`config.mk`:
```
export PLATFORM = sky130hd
export DESIGN_NAME = mcs4_addr_stack
export DESIGN_NICKNAME = d
export VERILOG_FILES = /design/src/rtl/mcs4_addr_stack.sv
export SDC_FILE = /design/constraint.sdc
export NUM_CORES = 1
export LEC_CHECK = 0
export CAP_MARGIN = 20
export CORE_ASPECT_RATIO = 0.75
export CORE_MARGIN = 4
export CORE_UTILIZATION = 45
export DETAILED_ROUTE_END_ITERATION = 7
export DONT_BUFFER_PORTS = 1
export PLACE_DENSITY = 0.64
export SYNTH_ARGS = -nofsm -noshare
export SYNTH_HDL_FRONTEND = slang
export SYNTH_SLANG_ARGS = --single-unit
```
`constraint.sdc`:
```
create_clock -name clk -period 5.1 [get_ports clk]
set_input_delay 1.02 -clock clk [delete_from_list [all_inputs] [get_ports clk]]
set_output_delay 1.02 -clock clk [all_outputs]
set_load 0.05 [all_outputs]
```
`src/rtl/mcs4_addr_stack.sv`:
```
// rtl/mcs4_addr_stack.sv - MCS-4 program counter with return-address stack
module mcs4_addr_stack #(
  parameter int Addr_width    = 12,
  parameter int Depth         = 3,
  parameter int Overflow_mode = 0
) (
  input  logic                         clk,
  input  logic                         rst_n,
  input  logic                         pc_inc,
  input  logic                         pc_load,
  input  logic                         call,
  input  logic                         ret,
  input  logic [Addr_width-1:0]        load_addr,
  input  logic                         clr_err,
  output logic [Addr_width-1:0]        pc,
  output logic [$clog2(Depth+1)-1:0]   depth,
  output logic                         empty,
  output logic                         full,
  output logic                         ovf_sticky,
  output logic                         unf_sticky
);

  localparam int DW  = $clog2(Depth + 1);
  localparam int PW  = $clog2(Depth);
  localparam bit Sat = (Overflow_mode == 1);

  logic [Addr_width-1:0] mem [0:Depth-1];
  logic [PW-1:0]         ptr;
  logic [PW-1:0]         ptr_inc;
  logic [PW-1:0]         ptr_dec;

  // Circular pointer neighbours; Depth need not be a power of two
  always_comb begin
    ptr_inc = (ptr == PW'(Depth - 1)) ? '0 : ptr + PW'(1);
    ptr_dec = (ptr == '0) ? PW'(Depth - 1) : ptr - PW'(1);
  end

  // PC, stack storage and occupancy; ret > call > pc_load > pc_inc
  always_ff @(posedge clk or negedge rst_n) begin
    if (!rst_n) begin
      pc    <= '0;
      ptr   <= '0;
      depth <= '0;
      empty <= 1'b1;
      full  <= 1'b0;
      for (int i = 0; i < Depth; i++) begin
        mem[i] <= '0;
      end
    end else if (ret) begin
      if (!empty) begin
        ptr   <= ptr_dec;
        pc    <= mem[ptr_dec];
        depth <= depth - DW'(1);
        empty <= (depth == DW'(1));
        full  <= 1'b0;
      end else if (!Sat) begin
        // 4004-style underflow: pointer still moves and a stale entry is read
        ptr <= ptr_dec;
        pc  <= mem[ptr_dec];
      end
    end else if (call) begin
      if (!full || !Sat) begin
        mem[ptr] <= pc;
        ptr      <= ptr_inc;
      end
      if (!full) begin
        depth <= depth + DW'(1);
        empty <= 1'b0;
        full  <= (depth == DW'(Depth - 1));
      end
      pc <= load_addr;
    end else if (pc_load) begin
      pc <= load_addr;
    end else if (pc_inc) begin
      pc <= pc + Addr_width'(1);
    end
  end

  // Sticky error flags; a same-cycle error event wins over clr_err
  always_ff @(posedge clk or negedge rst_n) begin
    if (!rst_n) begin
      ovf_sticky <= 1'b0;
      unf_sticky <= 1'b0;
    end else begin
      ovf_sticky <= (call && !ret && full) || (ovf_sticky && !clr_err);
      unf_sticky <= (ret && empty) || (unf_sticky && !clr_err);
    end
  end

endmodule

```
==> results of run 1 <==
[sequential cells by signal, summed over array words and instances, names as in the netlist]
register    cells
mem            36
pc             12
depth           2
ptr             2
empty           1
full            1
ovf_sticky      1
unf_sticky      1
[per-layer routing]
layer	vias to the layer above	share of wire	global-route usage
li1	980	-	-
met1	1052	0.49	0.265
met2	80	0.39	0.227
met3	14	0.092	0.0667
met4	0	0.021	0.0564
met5	-	0	0
[power by group]
| part | internal, mW | total, mW | leakage [nW] | switching [mW] |
|---|---|---|---|---|
| registers | 0.644 | 1.08 | 0.695 | 0.435 |
| logic | 0.331 | 0.646 | 0.578 | 0.315 |
| clock network | 0.109 | 0.255 | 0.0510 | 0.146 |
| total | 1.08 | 1.98 | 1.32 | 0.896 |
[how the worst min path moves through the flow]
stage                     cells past startpoint      end  slack (ns)     from
after global placement                        2  mem[19]        0.47  mem[19]
after floorplan                               2   mem[7]        0.45   mem[7]
after CTS                                     0  mem[22]        0.37    rst_n
after global routing                          0     full        0.36    rst_n
final                                         0     full        0.38    rst_n
after detailed placement                      2  mem[19]        0.48  mem[19]
[critical path: cells and delay by family, from the launching register on]
kind                       cells  cell delay [ns]
AOI/OAI and AO/OA              3             0.59
adders and majority gates      1             0.87
buffers and inverters          1             0.11
DFF                            1             0.41
muxes                          1             0.26
[through the flow]
stage / setup slack [ns] / utilization / instances
after global placement: 2.72 / 0.466 / 336
after floorplan: 2.93 / - / 276
final: 2.76 / 0.480 / 344
after detailed placement: 2.68 / 0.466 / 336
after CTS: 2.73 / 0.480 / 344
after global routing: 2.62 / 0.480 / 344
[cell usage after synthesis, drive strengths merged, types with 4 or more instances]
cell type  count  area [sq um]
nand4          5          31.3
a21oi         15          75.1
dfrtp         55          1380
mux2          35           394
nor2          12          45.0
nand3          5          25.0
mux2i         15           150
o21ai         20           100
nand2         21          78.8
ha             9           113
buf           16           113
clkbuf         5          21.3
xnor2          4          35.0
inv            7          26.3
a211oi         4          30.0
[cell type report]
type	count	area [sq um]	share of cell area
Clock buffer	6	82.6	0.0268
Clock inverter	2	10.0	0.00325
Inverter	7	26.3	0.00854
Multi-Input combinational cell	192	1460	0.473
Sequential cell	56	1400	0.456
Tap cell	81	101	0.0329
[logic make-up (layout without fill, tap and decap cells)]
| logic type | count (synthesis) | count (layout) | synth area share |
|---|---|---|---|
| AOI/OAI and AO/OA | 66 | 66 | 0.144 |
| xor gates and xnor gates | 5 | 5 | 0.0145 |
| adders and majority gates | 9 | 9 | 0.0373 |
| buffers and inverters | 28 | 15 | 0.0531 |
| DFF | 56 | 56 | 0.465 |
| muxes | 50 | 50 | 0.180 |
| and+or+nand+nor | 62 | 62 | 0.106 |
==> results.sh, run 1 <==
export IMPL_die_h_microns=78.9
export IMPL_diodes=0
export IMPL_cap_violations=0
export IMPL_ys_warn_count=0
export IMPL_overflow=0
export IMPL_port_buffers=0
export IMPL_final_max_slew_viol_count=0
export IMPL_slew_headroom=0.421
export IMPL_seq_area_frac_synth=0.465
export IMPL_pin_count=37
export IMPL_synthToLayoutAreaGrowth_pct=1.99
export IMPL_synth_cell_types=50
export IMPL_most_common_layout_cells="dfrtp_1, mux2_2, nand2_1"
export IMPL_path_cells="inv_1 -> ha_1 -> mux2i_1 -> o211ai_1 -> a31o_2 -> a32o_1"
export IMPL_ys_ff_latch=56
export IMPL_cts_clk_slew_worst_paths_ns=0.11
export IMPL_rsz0062_at_grt="false"
export IMPL_die_x_microns=103
export IMPL_crit_slowest_cell="ha_1"
export IMPL_fmax_mhz=427
export IMPL_rr_worst_depth=6
export IMPL_r2r_setup_slack_ns=2.76
export IMPL_start_util=0.471
export IMPL_cts_resized=0
export IMPL_die_area_sq_mm=0.00809
export IMPL_antenna_found_initial=0
export IMPL_cts_buffers=5
export IMPL_drt_total_wl_microns=6600
export IMPL_vias_per_cell=6.18
export IMPL_drt_antenna_violating_nets=0
export IMPL_synth_nets=304
export IMPL_synth_top_flop_cell="dfrtp_1"
export IMPL_netlist_area_sq_mm=0.00302
export IMPL_drt_iter0_markers=165
export IMPL_cts_root_buf="clkbuf_8"
export IMPL_worstSetupPathType="flop to flop"
export IMPL_holdBufCountCts=0
export IMPL_setup_viol=0
export IMPL_cp_required_ns=5.32
export IMPL_syn_inst=276
export IMPL_drive_gt1_frac=0.190
export IMPL_placed_area_sq_mm=0.00299
export IMPL_cts_tree="built"
export IMPL_totalPowerFinal_mw=1.98
export IMPL_end_kind="flop"
export IMPL_fin_area_sq_mm=0.00308
export IMPL_crit_start="ptr[0]"
export IMPL_grt_pass1_vias=2054
export IMPL_worstMarginPinSlew_ns=0.869
export IMPL_synth_avg_cell_area_sq_um=10.9
export IMPL_synth_edff_count=0
export IMPL_routabilityCongestion=0.846
export IMPL_hpwlAfterDp_microns=4480
export IMPL_fin_nets=290
export IMPL_p_leak_nw=1.32
export IMPL_clock_sinks=56
export IMPL_powerDensity_mw_per_mm2=643
export IMPL_grt_pass1_wl_microns=10800
export IMPL_n_fill_cell=574
export IMPL_startpoint_type="flop"
export IMPL_setup_tns_ns=0
export IMPL_cts_htree_levels=2
export IMPL_hold_ws_ns=0.377
export IMPL_drt_pass1_iter_count=4
export IMPL_core_area_sq_mm=0.00641
export IMPL_postCtsSetupBuffers=0
export IMPL_grt_max_degree=57
export IMPL_period_minus_slack_ns=2.34
export IMPL_finalHoldViolCount=0
export IMPL_outcome="finished, final reports clean"
export IMPL_rr_endpoint="pc[11]"
export IMPL_min_period_over_period=0.459
export IMPL_async_flop_share=1.00
export IMPL_worst_ep_arrival_time_ns=2.56
export IMPL_cts_buffer_depth=2
export IMPL_clk_latency_ns=0.32
export IMPL_hp_class="primary input to async pin"
export IMPL_rows=25
export IMPL_dr_total_vias=2126
export IMPL_slowest_delay_ns=0.87
export IMPL_r2r_start="ptr[0]"
export IMPL_wl_per_cell_microns=19.2
export IMPL_peakVddDrop_v=0.000230
export IMPL_endpoint="pc[11]"
export IMPL_track_usage=0.175
export IMPL_fin_skew_ns=0.0144
export IMPL_drc=0
export IMPL_crit_fanout=18
export IMPL_final_common_cell="dfrtp_1"
No activity file was read; power rests on OpenSTA's default activity.
==> run 2: changes to the inputs <==
clock period = 2.4 ns   (was 5.1 ns; I/O delays follow)
==> run 2 against run 1 <==
  * Highest routed layer unchanged
  * Largest power group is now combinational cells
  * Cell area is 4.6% higher
  * Via count is 2.1% lower
  * Power is 120% higher
  * Global-route usage is 0.78 points higher
  * Combinational power grew to 3.1 times the previous value
  * Register-to-register slack worse by 2.4 ns
  * Clock skew is 0.0054 ns lower
  * Sequential cell count stayed put
==> results.sh, run 2 (synthesis gave the netlist of run 1 again) <==
export IMPL_outcome="finished, final reports clean"
export IMPL_path_cells="inv_1 -> ha_1 -> buf_4 -> mux2i_1 -> o21ai_0 -> a221o_1"
export IMPL_finalHoldViolCount=0
export IMPL_core_area_sq_mm=0.00641
export IMPL_holdBufCountCts=1
export IMPL_drt_pass1_iter_count=4
export IMPL_synthToLayoutAreaGrowth_pct=6.63
export IMPL_antenna_found_initial=0
export IMPL_preCtsSetupSlack_ns=0.415
export IMPL_fin_nets=308
export IMPL_die_area_sq_mm=0.00809
export IMPL_diodes=0
export IMPL_overflow=0
export IMPL_vias_per_cell=5.77
export IMPL_cts_buffers=5
export IMPL_rows=25
export IMPL_top_register="mem"
export IMPL_setup_tns_ns=0
export IMPL_hold_ws_ns=0.000790
export IMPL_worst_ep_arrival_time_ns=2.22
export IMPL_reg_largest_list="mem: 36 flops, pc: 12 flops"
export IMPL_regArea_sq_mm=0.00140
export IMPL_final_common_cell="dfrtp_1"
export IMPL_multi_input_area_sq_mm=0.00146
export IMPL_hp_class="primary input to async pin"
export IMPL_drive_gt1_frac=0.236
export IMPL_routabilityCongestion=0.782
export IMPL_n_fill_cell=591
export IMPL_drt_antenna_violating_nets=0
export IMPL_final_max_slew_viol_count=0
export IMPL_crit_slowest_cell="ha_1"
export IMPL_min_period_over_period=0.835
export IMPL_p_leak_nw=1.41
export IMPL_die_h_microns=78.9
export IMPL_end_kind="flop"
export IMPL_dr_total_vias=2082
export IMPL_most_common_layout_cells="dfrtp_1, mux2_2, nand2_1"
export IMPL_drc=0
export IMPL_cts_buffer_depth=2
export IMPL_crit_fanout=10
export IMPL_worstMarginPinSlew_ns=0.841
export IMPL_drt_total_wl_microns=6780
export IMPL_wl_per_cell_microns=18.8
export IMPL_pin_count=37
export IMPL_clk_latency_ns=0.32
export IMPL_die_x_microns=103
export IMPL_grt_pass1_wl_microns=11300
export IMPL_powerDensity_mw_per_mm2=1370
export IMPL_fin_skew_ns=0.00895
export IMPL_postCtsSetupBuffers=0
export IMPL_period_minus_slack_ns=2.01
export IMPL_cts_clk_slew_worst_paths_ns=0.10
export IMPL_grt_max_degree=57
export IMPL_rsz0062_at_grt="false"
export IMPL_peakVddDrop_v=0.000487
export IMPL_slew_headroom=0.438
export IMPL_setup_viol=0
export IMPL_fin_ws_ns=0.395
export IMPL_cts_resized=0
export IMPL_worstSetupPathType="flop to flop"
export IMPL_cts_root_buf="clkbuf_8"
export IMPL_cp_required_ns=2.61
export IMPL_cap_violations=0
export IMPL_fmax_mhz=499
export IMPL_grt_pass1_vias=2111
export IMPL_clock_sinks=56
export IMPL_cts_tree="built"
export IMPL_drt_iter0_markers=83
export IMPL_cts_htree_levels=2
export IMPL_hpwlAfterDp_microns=4740
export IMPL_port_buffers=0
export IMPL_fin_util=0.502
export IMPL_start_util=0.471
export IMPL_slowest_delay_ns=0.55
export IMPL_largest_register_ffs=36
export IMPL_startpoint_type="flop"
export IMPL_track_usage=0.183
-- run 2: final timing paths --
check | startpoint | end | slack (ns) | cells past startpoint
worst min-delay path | rst_n | pc[9] | 0.0008 | 1
max in group asynchronous | rst_n | empty | 2.12 | 1
worst min register to register | mem[7] | mem[7] | 0.50 | 2
worst max-delay path | ptr[0] | pc[5] | 0.39 | 6
worst max register to register | ptr[0] | pc[5] | 0.39 | 6
min in group clk | ret | ptr[1] | 0.25 | 1
-- run 2: stage by stage --
step	total power [mW]	area [sq um]	cells
global placement	3.85	3110	353
CTS	4.43	3220	361
detailed placement	3.90	3110	353
global route	4.72	3220	361
floorplan	3.40	3020	276
finish	4.40	3220	361
-- run 2: layout make-up --
type / instances / share of cell area
inverters: 7 / 0.00816
multi-input cells: 192 / 0.452
clock inverters: 1 / 0.00156
flip-flops and latches: 56 / 0.436
repair buffers: 18 / 0.0482
well taps: 81 / 0.0315
clock buffers: 6 / 0.0226
-- run 2: power by group --
| group | total [mW] | internal, mW | leakage [nW] | switching [mW] |
|---|---|---|---|---|
| sequential | 1.88 | 1.38 | 0.695 | 0.498 |
| clock | 0.504 | 0.200 | 0.0410 | 0.305 |
| combinational | 2.02 | 0.872 | 0.675 | 1.14 |
-- run 2: per-layer routing --
metal	global-route usage	routed length, microns
met1	0.273	3350
met2	0.255	2870
met3	0.0702	514
met4	0.0301	40
met5	0	0
-- run 2: critical path, delay by kind of cell, from the launching register on --
family | cells | cell delay, ns
buffers and inverters | 2 | 0.34
adders and majority gates | 1 | 0.55
muxes | 1 | 0.18
AOI/OAI and AO/OA | 2 | 0.43
DFF | 1 | 0.41
==> run 3: changes to the inputs <==
clock period = 1.9 ns   (was 2.4 ns; I/O delays follow)
==> run 3 against run 2 <==
  * Combinational power grew 45%
  * First-iteration DRC count grew 31%
  * Power grew 33%
  * Hold slack gained 0.15 ns
  * Critical endpoint unchanged
==> results.sh, run 3 (synthesis gave the netlist of run 1 again) <==
export IMPL_cp_required_ns=2.11
export IMPL_grt_max_degree=57
export IMPL_vias_per_cell=5.77
export IMPL_start_util=0.471
export IMPL_rr_worst_depth=7
export IMPL_p_leak_nw=1.48
export IMPL_crit_buf_inv=2
export IMPL_setup_viol=0
export IMPL_grt_pass1_vias=2191
export IMPL_cts_htree_levels=2
export IMPL_die_x_microns=103
export IMPL_period_minus_slack_ns=1.83
export IMPL_cap_violations=0
export IMPL_fin_util=0.525
export IMPL_cts_buffers=5
export IMPL_drt_iter0_markers=109
export IMPL_worstSetupPathType="flop to flop"
export IMPL_wl_per_cell_microns=18.6
export IMPL_worst_ep_arrival_time_ns=2.04
export IMPL_whs_path_depth=1
export IMPL_top_register="mem"
export IMPL_cts_root_buf="clkbuf_8"
export IMPL_die_area_sq_mm=0.00809
export IMPL_slew_headroom=0.573
export IMPL_synthToLayoutAreaGrowth_pct=11.6
export IMPL_crit_fanout=8
export IMPL_finalHoldViolCount=0
export IMPL_slowest_delay_ns=0.41
export IMPL_hold_end="ptr[1]"
export IMPL_dr_total_vias=2159
export IMPL_port_buffers=0
export IMPL_startpoint_type="flop"
export IMPL_clock_sinks=56
export IMPL_fmax_mhz=547
export IMPL_hpwlAfterDp_microns=4860
export IMPL_hp_class="primary input to flop"
export IMPL_rr_endpoint="pc[5]"
export IMPL_r2r_start="ptr[0]"
export IMPL_largest_register_ffs=36
export IMPL_pin_count=37
export IMPL_r2r_setup_slack_ns=0.07
export IMPL_track_usage=0.185
export IMPL_routabilityCongestion=0.838
export IMPL_drc=0
export IMPL_min_period_over_period=0.962
export IMPL_drt_pass1_iter_count=4
export IMPL_fin_skew_ns=0.00437
export IMPL_drive_gt1_frac=0.276
export IMPL_cts_buffer_depth=2
export IMPL_rows=25
export IMPL_antenna_found_initial=0
export IMPL_diodes=0
export IMPL_worstHoldStart="ret"
export IMPL_core_area_sq_mm=0.00641
export IMPL_die_h_microns=78.9
export IMPL_outcome="finished, final reports clean"
export IMPL_final_max_slew_viol_count=0
export IMPL_placed_area_sq_mm=0.00323
export IMPL_cts_clk_slew_worst_paths_ns=0.10
export IMPL_worstMarginPinSlew_ns=0.641
export IMPL_clk_latency_ns=0.32
export IMPL_grt_pass1_wl_microns=11400
export IMPL_rsz0062_at_grt="true"
export IMPL_overflow=0
export IMPL_path_cells="inv_2 -> ha_2 -> buf_12 -> and2_2 -> nand2_1 -> o21ai_0 -> a221o_1"
export IMPL_crit_slowest_cell="dfrtp_1"
export IMPL_n_fill_cell=592
export IMPL_peakVddDrop_v=0.000647
export IMPL_worst_path_dominant_cell_family="compound AO/OA/AOI/OAI gates"
export IMPL_powerDensity_mw_per_mm2=1740
export IMPL_fin_area_sq_mm=0.00337
export IMPL_drt_antenna_violating_nets=0
export IMPL_drt_total_wl_microns=6950
export IMPL_end_kind="flop"
export IMPL_final_common_cell="dfrtp_1"
export IMPL_reg_largest_list="mem: 36 flops, pc: 12 flops"
export IMPL_fin_nets=320
export IMPL_cts_tree="built"
export IMPL_most_common_layout_cells="dfrtp_1, mux2_2, buf_4"
## run 3: changes by cell type in the layout (fill, tap and decap cells not counted), sizes merged
cell,previous run,this run
dlygate4sd3,0,1
buf,18,29
clkbuf,6,7
## run 3: how the worst max path moves through the flow
stage | slack (ns) | cells after the start | endpoint | from
after floorplan | 0.03 | 5 | pc[10] | pc[0]
after global placement | 0.08 | 7 | pc[5] | ptr[0]
after detailed placement | -0.02 | 7 | pc[5] | ptr[0]
after CTS | 0.02 | 7 | pc[9] | ptr[0]
after global routing | -0.004 | 7 | pc[9] | ptr[1]
final | 0.07 | 7 | pc[5] | ptr[0]
## run 3: layer usage
layer	up-vias	share of wire	routed length, microns	GRT usage
met5	-	0	0	0
met4	0	0.0053	37	0.0328
met3	4	0.077	535	0.0606
met2	65	0.43	2960	0.264
met1	1055	0.49	3420	0.277
li1	1035	-	-	-
## run 3: what timing repair did
item / in CTS / in global routing
buffers inserted: 0 / 0
hold endpoints to repair: 56 / 0
hold buffers: 2 / 0
resized for setup: 1 / 4
endpoints found under the setup margin: 1 / 3
## run 3: layout make-up
cell class,count,area [sq um],area share
clock inverter,1,8.76,0.00260
tap,81,101,0.0301
sequential,56,1400,0.417
timing repair buffer,30,289,0.0858
multi-input combinational,192,1460,0.434
inverter,7,26.3,0.00780
clock buffer,7,76.3,0.0227
## run 3: worst reg2reg max path: cells and delay by family (launching register included)
family / cells / cell delay (ns)
AO/OA/AOI/OAI: 2 / 0.42
adder cells (fa/ha/maj): 1 / 0.31
buffers and inverters: 2 / 0.25
flip-flops: 1 / 0.41
AND/OR/NAND/NOR: 2 / 0.34
## run 3: stage by stage
step,TNS [ns],setup slack [ns],hold WS [ns],total power [mW],std cells
after global routing,-0.00541,-0.00351,0.140,6.24,374
after CTS,0,0.0182,0.148,5.84,374
after global placement,0,0.0765,0.0863,5.07,364
after detailed placement,-0.0159,-0.0159,0.0868,5.15,364
after floorplan,0,0.0277,0.0844,4.30,276
final,0,0.0718,0.154,5.85,374
## run 3: power breakdown
part	internal [mW]	switching (mW)
Combinational	1.29	1.63
Clock	0.265	0.402
Sequential	1.74	0.523
